--- src/rtl/jag_arb_pkg.sv ---
// -----------------------------------------------------------------------------
// jag_arb_pkg
// Shared definitions for the co-processor bus arbiter.
//   REQ_*        : requester indices into the breq/back vectors
//   arb_state_t  : arbiter FSM state encoding (IDLE, GRANT, TURN)
//   req_onehot() : converts a requester index into a one-hot acknowledge
// -----------------------------------------------------------------------------
package jag_arb_pkg;

  localparam int NUM_REQ = 4;

  localparam logic [1:0] REQ_CPU = 2'd0;
  localparam logic [1:0] REQ_GPU = 2'd1;
  localparam logic [1:0] REQ_DSP = 2'd2;
  localparam logic [1:0] REQ_DMA = 2'd3;

  typedef enum logic [1:0] {
    ST_IDLE  = 2'd0,
    ST_GRANT = 2'd1,
    ST_TURN  = 2'd2
  } arb_state_t;

  function automatic logic [NUM_REQ-1:0] req_onehot(input logic [1:0] idx);
    logic [NUM_REQ-1:0] vec;
    vec      = '0;
    vec[idx] = 1'b1;
    return vec;
  endfunction

endpackage

--- src/rtl/dsp_bus_arb_if.sv ---
// -----------------------------------------------------------------------------
// dsp_bus_arb_if
// Request/acknowledge bundle between the bus requesters and the arbiter.
//   breq      : requests (0=CPU, 1=GPU, 2=DSP normal, 3=DSP high priority)
//   bus_busy  : a master cycle is outstanding
//   back      : one-hot bus acknowledge
//   owner     : index of the current owner, valid while owner_vld
//   owner_vld : a grant is active
//   revoke    : one-cycle pulse when a grant is withdrawn from a live request
// Modports: master = requester side, slave = arbiter side.
// -----------------------------------------------------------------------------
interface dsp_bus_arb_if;
  logic [3:0] breq;
  logic       bus_busy;
  logic [3:0] back;
  logic [1:0] owner;
  logic       owner_vld;
  logic       revoke;

  modport master (
    output breq, bus_busy,
    input  back, owner, owner_vld, revoke
  );

  modport slave (
    input  breq, bus_busy,
    output back, owner, owner_vld, revoke
  );
endinterface

--- src/rtl/arb_sat_counter.sv ---
// -----------------------------------------------------------------------------
// arb_sat_counter
// Saturating up-counter with synchronous clear.
//   clk, reset : clock and synchronous active-high reset
//   clr        : clear to zero (wins over inc)
//   inc        : count up by one, holding at LIMIT
//   count      : current value
// -----------------------------------------------------------------------------
module arb_sat_counter #(
  parameter int LIMIT = 64,
  parameter int WIDTH = $clog2(LIMIT + 1)
) (
  input  logic             clk,
  input  logic             reset,
  input  logic             clr,
  input  logic             inc,
  output logic [WIDTH-1:0] count
);

  localparam logic [WIDTH-1:0] LIMIT_W = WIDTH'(LIMIT);

  logic [WIDTH-1:0] count_reg;

  always_ff @(posedge clk) begin
    if (reset || clr) begin
      count_reg <= '0;
    end else if (inc && (count_reg != LIMIT_W)) begin
      count_reg <= count_reg + 1'b1;
    end
  end

  assign count = count_reg;

endmodule

--- src/rtl/dsp_bus_arb.sv ---
// -----------------------------------------------------------------------------
// dsp_bus_arb
// Shares the co-processor master bus between CPU, GPU, DSP normal and DSP
// high-priority requesters. Ownership changes only when no master cycle is
// outstanding; every handover passes through one dead TURN cycle.
//   clk, reset : clock and synchronous active-high reset
//   bus        : dsp_bus_arb_if.slave (breq/bus_busy in; back, owner,
//                owner_vld, revoke out, all registered)
// Parameters:
//   HOLD_MAX     : GRANT cycles before a non-DMA owner becomes revocable
//   CPU_WAIT_MAX : wait cycles after which the CPU outranks normal requesters
// -----------------------------------------------------------------------------
module dsp_bus_arb
  import jag_arb_pkg::*;
#(
  parameter int HOLD_MAX     = 64,
  parameter int CPU_WAIT_MAX = 256
) (
  input logic          clk,
  input logic          reset,
  dsp_bus_arb_if.slave bus
);

  localparam int HOLD_W = $clog2(HOLD_MAX + 1);
  localparam int WAIT_W = $clog2(CPU_WAIT_MAX + 1);
  localparam logic [HOLD_W-1:0] HOLD_MAX_W     = HOLD_W'(HOLD_MAX);
  localparam logic [WAIT_W-1:0] CPU_WAIT_MAX_W = WAIT_W'(CPU_WAIT_MAX);

  arb_state_t   state_reg, state_next;
  logic [1:0]   owner_reg, owner_next;
  logic [3:0]   back_reg, back_next;
  logic         owner_vld_reg, owner_vld_next;
  logic         revoke_reg, revoke_next;
  logic         rr_dsp_reg, rr_dsp_next;   // 1: DSP has round-robin priority

  logic [HOLD_W-1:0] hold_cnt;
  logic [WAIT_W-1:0] cpu_wait_cnt;

  logic       arb_any;
  logic [1:0] arb_winner;
  logic       own_req;
  logic       release_cond;
  logic       preempt_cond;

  // hold_cnt is zero on the first GRANT cycle because it is held clear
  // in IDLE/TURN, then counts every GRANT cycle.
  arb_sat_counter #(.LIMIT(HOLD_MAX), .WIDTH(HOLD_W)) u_hold_cnt (
    .clk   (clk),
    .reset (reset),
    .clr   (state_reg != ST_GRANT),
    .inc   (state_reg == ST_GRANT),
    .count (hold_cnt)
  );

  arb_sat_counter #(.LIMIT(CPU_WAIT_MAX), .WIDTH(WAIT_W)) u_cpu_wait_cnt (
    .clk   (clk),
    .reset (reset),
    .clr   (!bus.breq[REQ_CPU] || back_reg[REQ_CPU]),
    .inc   (1'b1),
    .count (cpu_wait_cnt)
  );

  // Priority select used in IDLE and TURN.
  always_comb begin
    arb_any    = |bus.breq;
    arb_winner = REQ_CPU;
    if (bus.breq[REQ_DMA]) begin
      arb_winner = REQ_DMA;
    end else if (bus.breq[REQ_CPU] && (cpu_wait_cnt == CPU_WAIT_MAX_W)) begin
      arb_winner = REQ_CPU;
    end else if (bus.breq[REQ_GPU] && bus.breq[REQ_DSP]) begin
      arb_winner = rr_dsp_reg ? REQ_DSP : REQ_GPU;
    end else if (bus.breq[REQ_GPU]) begin
      arb_winner = REQ_GPU;
    end else if (bus.breq[REQ_DSP]) begin
      arb_winner = REQ_DSP;
    end
  end

  // Release and preemption are mutually exclusive through own_req, so a
  // dropping owner is always treated as a release without revoke.
  always_comb begin
    own_req      = bus.breq[owner_reg];
    release_cond = (state_reg == ST_GRANT) && !own_req && !bus.bus_busy;
    preempt_cond = (state_reg == ST_GRANT) && own_req && !bus.bus_busy &&
                   (owner_reg != REQ_DMA) &&
                   (bus.breq[REQ_DMA] ||
                    ((hold_cnt == HOLD_MAX_W) && |(bus.breq & ~back_reg)));
  end

  // Next-state logic.
  always_comb begin
    state_next = state_reg;
    case (state_reg)
      ST_IDLE, ST_TURN: state_next = arb_any ? ST_GRANT : ST_IDLE;
      ST_GRANT:         state_next = (release_cond || preempt_cond) ? ST_TURN : ST_GRANT;
      default:          state_next = ST_IDLE;
    endcase
  end

  // Output logic: values loaded into the output registers.
  always_comb begin
    owner_next     = owner_reg;
    back_next      = back_reg;
    owner_vld_next = owner_vld_reg;
    revoke_next    = 1'b0;
    rr_dsp_next    = rr_dsp_reg;
    if ((state_reg != ST_GRANT) && (state_next == ST_GRANT)) begin
      owner_next     = arb_winner;
      back_next      = req_onehot(arb_winner);
      owner_vld_next = 1'b1;
      // Pointer moves past whichever normal requester was just served.
      if (arb_winner == REQ_GPU) rr_dsp_next = 1'b1;
      if (arb_winner == REQ_DSP) rr_dsp_next = 1'b0;
    end else if ((state_reg == ST_GRANT) && (state_next == ST_TURN)) begin
      back_next      = '0;
      owner_vld_next = 1'b0;
      revoke_next    = preempt_cond;
    end
  end

  // State and output registers.
  always_ff @(posedge clk) begin
    if (reset) begin
      state_reg     <= ST_IDLE;
      owner_reg     <= REQ_CPU;
      back_reg      <= '0;
      owner_vld_reg <= 1'b0;
      revoke_reg    <= 1'b0;
      rr_dsp_reg    <= 1'b0;
    end else begin
      state_reg     <= state_next;
      owner_reg     <= owner_next;
      back_reg      <= back_next;
      owner_vld_reg <= owner_vld_next;
      revoke_reg    <= revoke_next;
      rr_dsp_reg    <= rr_dsp_next;
    end
  end

  assign bus.back      = back_reg;
  assign bus.owner     = owner_reg;
  assign bus.owner_vld = owner_vld_reg;
  assign bus.revoke    = revoke_reg;

endmodule
--- src/flat_wrapper.sv ---
// flat-port wrapper written by rule: the top's interface ports become plain ports
module dsp_bus_arb_flat import jag_arb_pkg::*;
#(
  parameter int HOLD_MAX     = 64,
  parameter int CPU_WAIT_MAX = 256
)
  (clk, reset, bus_breq, bus_bus_busy, bus_back, bus_owner, bus_owner_vld, bus_revoke);
  dsp_bus_arb_if bus_i ();
  input logic clk;
  input logic reset;
  input wire logic [$bits(bus_i.breq)-1:0] bus_breq;
  input wire logic [$bits(bus_i.bus_busy)-1:0] bus_bus_busy;
  output wire logic [$bits(bus_i.back)-1:0] bus_back;
  output wire logic [$bits(bus_i.owner)-1:0] bus_owner;
  output wire logic [$bits(bus_i.owner_vld)-1:0] bus_owner_vld;
  output wire logic [$bits(bus_i.revoke)-1:0] bus_revoke;
  assign bus_i.breq = bus_breq;
  assign bus_i.bus_busy = bus_bus_busy;
  assign bus_back = bus_i.back;
  assign bus_owner = bus_i.owner;
  assign bus_owner_vld = bus_i.owner_vld;
  assign bus_revoke = bus_i.revoke;
  dsp_bus_arb #(.HOLD_MAX(HOLD_MAX), .CPU_WAIT_MAX(CPU_WAIT_MAX)) u_core (.clk(clk), .reset(reset), .bus(bus_i));
endmodule
--- config.mk ---
export PLATFORM = sky130hd
export DESIGN_NAME = dsp_bus_arb_flat
export DESIGN_NICKNAME = d
export VERILOG_FILES = /design/src/rtl/jag_arb_pkg.sv /design/src/rtl/dsp_bus_arb_if.sv /design/src/rtl/arb_sat_counter.sv /design/src/rtl/dsp_bus_arb.sv /design/src/flat_wrapper.sv
export SDC_FILE = /design/constraint.sdc
export NUM_CORES = 1
export LEC_CHECK = 0
export CAP_MARGIN = 20
export CORE_MARGIN = 4
export CORE_UTILIZATION = 54
export CTS_CLUSTER_DIAMETER = 50
export DETAILED_ROUTE_END_ITERATION = 8
export PLACE_DENSITY = 0.77
export SKIP_CTS_REPAIR_TIMING = 1
export SYNTH_ARGS = -nofsm -noshare
export SYNTH_HDL_FRONTEND = slang
export SYNTH_SLANG_ARGS = --single-unit
--- constraint.sdc ---
create_clock -name clk -period 2.2 [get_ports clk]
set_clock_uncertainty 0.05 [all_clocks]
set_input_delay 0.44 -clock clk [delete_from_list [all_inputs] [get_ports clk]]
set_output_delay 0.44 -clock clk [all_outputs]
set_load 0.005 [all_outputs]
==> flow_summary.json, run 1 <==
{
  "hold_violations": 0,
  "synth_top_family_by_area": "simple AND/OR/NAND/NOR gates",
  "drv_cap": 0,
  "cts-root-buf": "clkbuf_4",
  "cp_data_required_time_ns": 2.40,
  "pwr-share-clk_pct": 21.3,
  "min_period_ns": 2.08,
  "clk_latency_ns": 0.32,
  "ioPinCount": 15,
  "cts_buffer_depth": 2,
  "core-area_sq_mm": 0.00230,
  "clk_pin_slew_ns": 0.15,
  "startpoint_type": "register",
  "drtAntennaViolNets": 0,
  "ys.flop_type": "dfxtp_1",
  "synth_seq_cells": 27,
  "largest_register_ffs": 9,
  "cts_buffers": 3,
  "grt_max_degree": 16,
  "setup_violations": 0,
  "r2r-start": "u_core.u_cpu_wait_cnt.count[0]$_SDFFE_PP0P_",
  "cts_tree": "yes",
  "p_seq_share_pct": 54.7,
  "vias": 1148,
  "antenna_cells": 0,
  "postRouteWirelength_um": 2840,
  "hold_start": "u_core.u_hold_cnt.count[6]$_SDFFE_PP0P_",
  "grt_usage_pct": 18.5,
  "h-tree-depth": 1,
  "synth_edf_count": 0,
  "p_int_mw": 0.719,
  "routabilityCongestion": 0.850,
  "power.static_leakage_nw": 0.622,
  "stdcell_count": 200,
  "syn_inst": 147,
  "synth_cell_types": 37,
  "fill_cells": 184,
  "dieWidth_um": 57.8,
  "multi_input_area_sq_um": 791,
  "synth_fa_ha_area_share_pct": 7.46,
  "grt_overflow": 0,
  "dpl.cell_count": 196,
  "worstPathMaxFanout": 6,
  "outcome": "completed",
  "p_per_area_mw_per_mm2": 614,
  "p_sw_mw": 0.298,
  "dpl.hpwl_um": 2150,
  "antenna_found_initial": 0,
  "p_comb_share_pct": 24.0,
  "die-area_sq_mm": 0.00335,
  "synth.cell_area_sq_mm": 0.00134,
  "register_area_sq_um": 543,
  "grt_pass1_wl_um": 4870,
  "max_freq_ghz": 0.481,
  "portBuffers": 14,
  "critPathArrivalTime_ns": 2.27,
  "syn_to_final_growth_pct": 23.5,
  "yosys.area_share.simple_pct": 27.3,
  "netSwitchingFraction_pct": 29.3,
  "synth_compound_area_share_pct": 10.7,
  "grt_setup_unrepaired": "no",
  "yosys_warnings": 0,
  "drive_gt1_share_pct": 16.9,
  "synthTopCellsByArea": "dfxtp_1, ha_1, xor2_1",
  "drc": 0,
  "fin_crit_sh_pct": 94.5,
  "initialDrtViolationCount": 22,
  "routed_via_density": 5.74,
  "synth.most_common_cell": "dfxtp_1",
  "tightest_slew_ns": 0.427,
  "num_rows": 17,
  "grt_pass1_vias": 1151,
  "synth_xor_xnor_area_share_pct": 7.84,
  "startpoint": "u_core.u_cpu_wait_cnt.count[0]$_SDFFE_PP0P_",
  "routedWlPerCell_um": 14.2,
  "async_reset_ff_share_pct": 0,
  "maxSlewHeadroom_pct": 70.8,
  "synth_top_area_share_pct": 40.3,
  "start_util_pct": 58.4,
  "cp-end-kind": "register",
  "yosysTopAreaCell": "dfxtp_1",
  "synth_mux_area_share_pct": 2.43,
  "yosys-top-cells-count": "dfxtp_1, nor2_1, nand3_1, inv_1, xor2_1",
  "fin_setup_tns_ns": 0,
  "criticalPathCategory": "register to register",
  "ys_seq_area_share_pct": 40.3,
  "fin_nets": 188,
  "die_y_um": 57.8,
  "dr.pass1.iters": 4,
  "avgSynthCellArea_sq_um": 9.12,
  "cts.sinks": 27,
  "slew_violations": 0,
  "syn-num-nets": 162,
  "max-vdd-ir-drop_mv": 0.416,
  "hp-class": "register to register"
}
cells in the final DEF (no fill, tap or decap), types with 2 or more instances in the layout:
cell type and n:
and3_1 3, dfxtp_2 2, nand3_1 11, xor2_1 10, nor2b_1 2, nor4b_1 2
nand3b_1 7, or4b_1 3, ha_1 8, a21oi_1 5, or2_2 2, a211oi_1 2
nand2b_1 5, nand2_1 3, nor2_1 17, inv_1 10, dfxtp_1 25, buf_4 11
o21ai_1 4, xnor2_1 2, a31oi_4 2, clkbuf_4 3, clkdlybuf4s50_1 14
cell families (layout without fill, tap and decap cells):
group | Yosys count | count (layout)
buf+inv | 14 | 39
compound gates | 21 | 21
fa+ha+maj | 8 | 8
xor+xnor | 12 | 12
mux | 2 | 2
simple gates | 63 | 63
flops | 27 | 27
worst paths after layout:
path	to	slack [ns]	cells past startpoint
worst min register to register	u_core.u_hold_cnt.count[6]$_SDFFE_PP0P_	0.49	2
worst max-delay path	u_core.rr_dsp_reg$_SDFFE_PP0P_	0.12	9
worst min-delay path	u_core.u_hold_cnt.count[6]$_SDFFE_PP0P_	0.49	2
worst max register to register	u_core.rr_dsp_reg$_SDFFE_PP0P_	0.12	9
cell type report:
type | instances | area share, %
clock buffers | 3 | 1.36
clock inverters | 1 | 0.302
inverters | 10 | 2.27
multi-input cells | 106 | 47.7
flip-flops and latches | 27 | 32.8
well taps | 28 | 2.11
repair buffers | 25 | 13.4
per-stage QoR:
| stage | util, % | total power, mW | worst slack [ns] | hold WS, ns | area, sq um |
|---|---|---|---|---|---|
| 6_report | 72.1 | 1.02 | 0.121 | 0.486 | 1660 |
| 2_1_floorplan | - | 0.688 | 0.216 | 0.421 | 1340 |
| 5_1_grt | 72.1 | 1.07 | 0.0202 | 0.512 | 1660 |
| 3_5_place_dp | 69.0 | 0.795 | 0.0201 | 0.455 | 1580 |
| 3_3_place_gp | 69.0 | 0.789 | 0.0390 | 0.434 | 1580 |
| 4_1_cts | 70.2 | 1.01 | 0.000433 | 0.491 | 1610 |
critical path: stages (launching register included):
cell and delay [ns]:
dfxtp_2 0.42, inv_1 0.06, ha_1 0.18, nor4b_2 0.15, buf_4 0.15, nand3_1 0.19, a31oi_4 0.14, ha_1 0.34
a21oi_1 0.08, a311oi_2 0.25
per-layer routing:
layer	vias to the layer above	GRT usage, %	routed length [um]
met2	25	32.7	1440
met4	0	5.96	21
met1	558	21.4	1290
li1	561	-	-
met3	4	5.12	96
met5	-	0	0
power groups by stage:
stage          Clock (mW)  Combinational (mW)  Sequential, mW
6_report            0.217               0.244           0.556
5_1_grt             0.244               0.268           0.562
4_1_cts             0.226               0.231           0.555
3_5_place_dp            0               0.229           0.565
3_3_place_gp            0               0.223           0.565
2_1_floorplan           0               0.130           0.559
Power figures use the tool's default switching activity.
==> run 2: changes to the inputs <==
--- a/config.mk
+++ b/config.mk
@@ -10,8 +10,10 @@
 export CORE_UTILIZATION = 54
 export CTS_CLUSTER_DIAMETER = 50
 export DETAILED_ROUTE_END_ITERATION = 8
+export GPL_TIMING_DRIVEN = 0
 export PLACE_DENSITY = 0.77
 export SKIP_CTS_REPAIR_TIMING = 1
+export SLEW_MARGIN = 20
 export SYNTH_ARGS = -nofsm -noshare
 export SYNTH_HDL_FRONTEND = slang
 export SYNTH_SLANG_ARGS = --single-unit
==> constraint.sdc (replaced) <==
create_clock -name clk -period 2 [get_ports clk]
set_clock_uncertainty 0.05 [all_clocks]
set_input_delay 0.4 -clock clk [delete_from_list [all_inputs] [get_ports clk]]
set_output_delay 0.4 -clock clk [all_outputs]
set_load 0.005 [all_outputs]
==> run 2 against run 1 <==
  * The flow now finishes with violations (setup timing)
  * Critical path depth is the same
  * Flip-flop and latch count is the same
  * Sequential power grew 9.2%
  * Utilization grew 0.38 points
  * Critical endpoint is now u_core.bus.back[3]$_SDFFE_PP0P_
==> flow_summary.json, run 2 (same netlist as run 1, synthesis figures left out) <==
{
  "grt_setup_unrepaired": "yes",
  "hold_violations": 0,
  "fin_nets": 185,
  "final_cell_mix": "dfxtp_1, nor2_1, clkdlybuf4s50_1",
  "antenna_found_initial": 0,
  "grt_pass1_vias": 1074,
  "dpl.cell_count": 189,
  "portBuffers": 14,
  "grt.busiest_layer": "met2",
  "placed_cell_area_sq_mm": 0.00152,
  "startpoint_type": "register",
  "max_freq_ghz": 0.497,
  "dieWidth_um": 57.8,
  "routedWlPerCell_um": 14.5,
  "grt_max_degree": 16,
  "cts_tree": "yes",
  "fin_ws_ns": -0.0112,
  "design_area_sq_mm": 0.00167,
  "power_mw": 1.12,
  "fin_hold_ws_ns": 0.465,
  "cp-end-kind": "register",
  "grt_usage_pct": 17.2,
  "grtUsageMet3_pct": 4.01,
  "cts-root-buf": "clkbuf_4",
  "fin_setup_tns_ns": -0.0203,
  "vias": 1100,
  "num_rows": 17,
  "routed_via_density": 5.58,
  "grt_overflow": 0,
  "dr.pass1.iters": 4,
  "fin_crit_sh_pct": 101,
  "worstPathMaxFanout": 4,
  "worstPathCellList": "inv_1 -> ha_1 -> nor4b_4 -> nand3_2 -> a31oi_4 -> inv_2 -> ha_1 -> nand3b_1 -> o21ai_1",
  "slowest_stage": "dfxtp_4",
  "dpl.hpwl_um": 1970,
  "h-tree-depth": 1,
  "start_util_pct": 58.4,
  "core-area_sq_mm": 0.00230,
  "syn_to_final_growth_pct": 24.2,
  "routabilityCongestion": 0.796,
  "slew_violations": 0,
  "die_y_um": 57.8,
  "tightest_slew_ns": 0.829,
  "maxSlewHeadroom_pct": 43.3,
  "initialDrtViolationCount": 32,
  "die-area_sq_mm": 0.00335,
  "utilization_pct": 72.5,
  "cp_data_required_time_ns": 2.16,
  "clk_latency_ns": 0.31,
  "antenna_cells": 0,
  "critPathArrivalTime_ns": 2.17,
  "cts_buffer_depth": 2,
  "cts_buffers": 3,
  "drtAntennaViolNets": 0,
  "use_met2_pct": 30.2,
  "gr-usage-met1_pct": 20.3,
  "outcome": "finished with violations",
  "grt_pass1_wl_um": 4620,
  "stdcell_count": 197,
  "fill_cells": 185,
  "final_common_cell": "dfxtp_1",
  "violations": "setup timing",
  "largest_register_ffs": 9,
  "hp-class": "register to register",
  "max_stage_delay_ns": 0.37,
  "clk_pin_slew_ns": 0.14,
  "max-vdd-ir-drop_mv": 0.484,
  "criticalPathCategory": "register to register",
  "cts.sinks": 27,
  "ioPinCount": 15,
  "drv_cap": 0,
  "pre_cts_ws_ns": -0.247,
  "setup_violations": 2,
  "drive_gt1_share_pct": 17.2,
  "postRouteWirelength_um": 2860,
  "p_per_area_mw_per_mm2": 671,
  "power.static_leakage_nw": 0.610,
  "min_period_ns": 2.01,
  "drc": 0,
  "path_common_cell": "ha_1"
}
## run 2: changes by cell type in the layout (fill, tap and decap cells not counted), sizes merged
cell,previous run,this run
buf,11,4
clkbuf,3,7
## run 2: critical path, delay by kind of cell (launching register included)
family	cells	cell delay [ns]
adder cells (fa/ha/maj)	2	0.35
flip-flops	1	0.37
AND/OR/NAND/NOR	3	0.59
buffers and inverters	2	0.13
AO/OA/AOI/OAI	2	0.41
## run 2: power breakdown
part	switching, mW	internal, mW	total (mW)	leakage, nW
clock	0.156	0.0748	0.231	0.0177
combinational	0.139	0.139	0.278	0.372
sequential	0.0322	0.575	0.607	0.221
total	0.328	0.789	1.12	0.610
## run 2: layout make-up
type	count	area, sq um	share of cell area, %
plain buffers	4	16.3	0.977
clock buffers	3	22.5	1.35
clock inverters	1	5.00	0.301
inverters	10	37.5	2.25
multi-input cells	106	833	50.0
flip-flops and latches	27	546	32.8
well taps	28	35.0	2.10
repair buffers	18	170	10.2
## run 2: worst paths after layout
path	startpoint	to	slack, ns	cells past startpoint
setup / recovery	u_core.u_cpu_wait_cnt.count[0]$_SDFFE_PP0P_	u_core.bus.back[3]$_SDFFE_PP0P_	-0.01	9
hold / removal	u_core.u_cpu_wait_cnt.count[1]$_SDFFE_PP0P_	u_core.u_cpu_wait_cnt.count[1]$_SDFFE_PP0P_	0.47	2
setup reg to reg	u_core.u_cpu_wait_cnt.count[0]$_SDFFE_PP0P_	u_core.bus.back[3]$_SDFFE_PP0P_	-0.01	9
hold reg to reg	u_core.u_cpu_wait_cnt.count[1]$_SDFFE_PP0P_	u_core.u_cpu_wait_cnt.count[1]$_SDFFE_PP0P_	0.47	2
## run 2: layer usage
metal  vias to the layer above  part of all wire, %
li1                        558                    -
met1                       516                   44
met2                        24                   52
met3                         2                  3.2
met4                         0                 0.70
met5                         -                    0
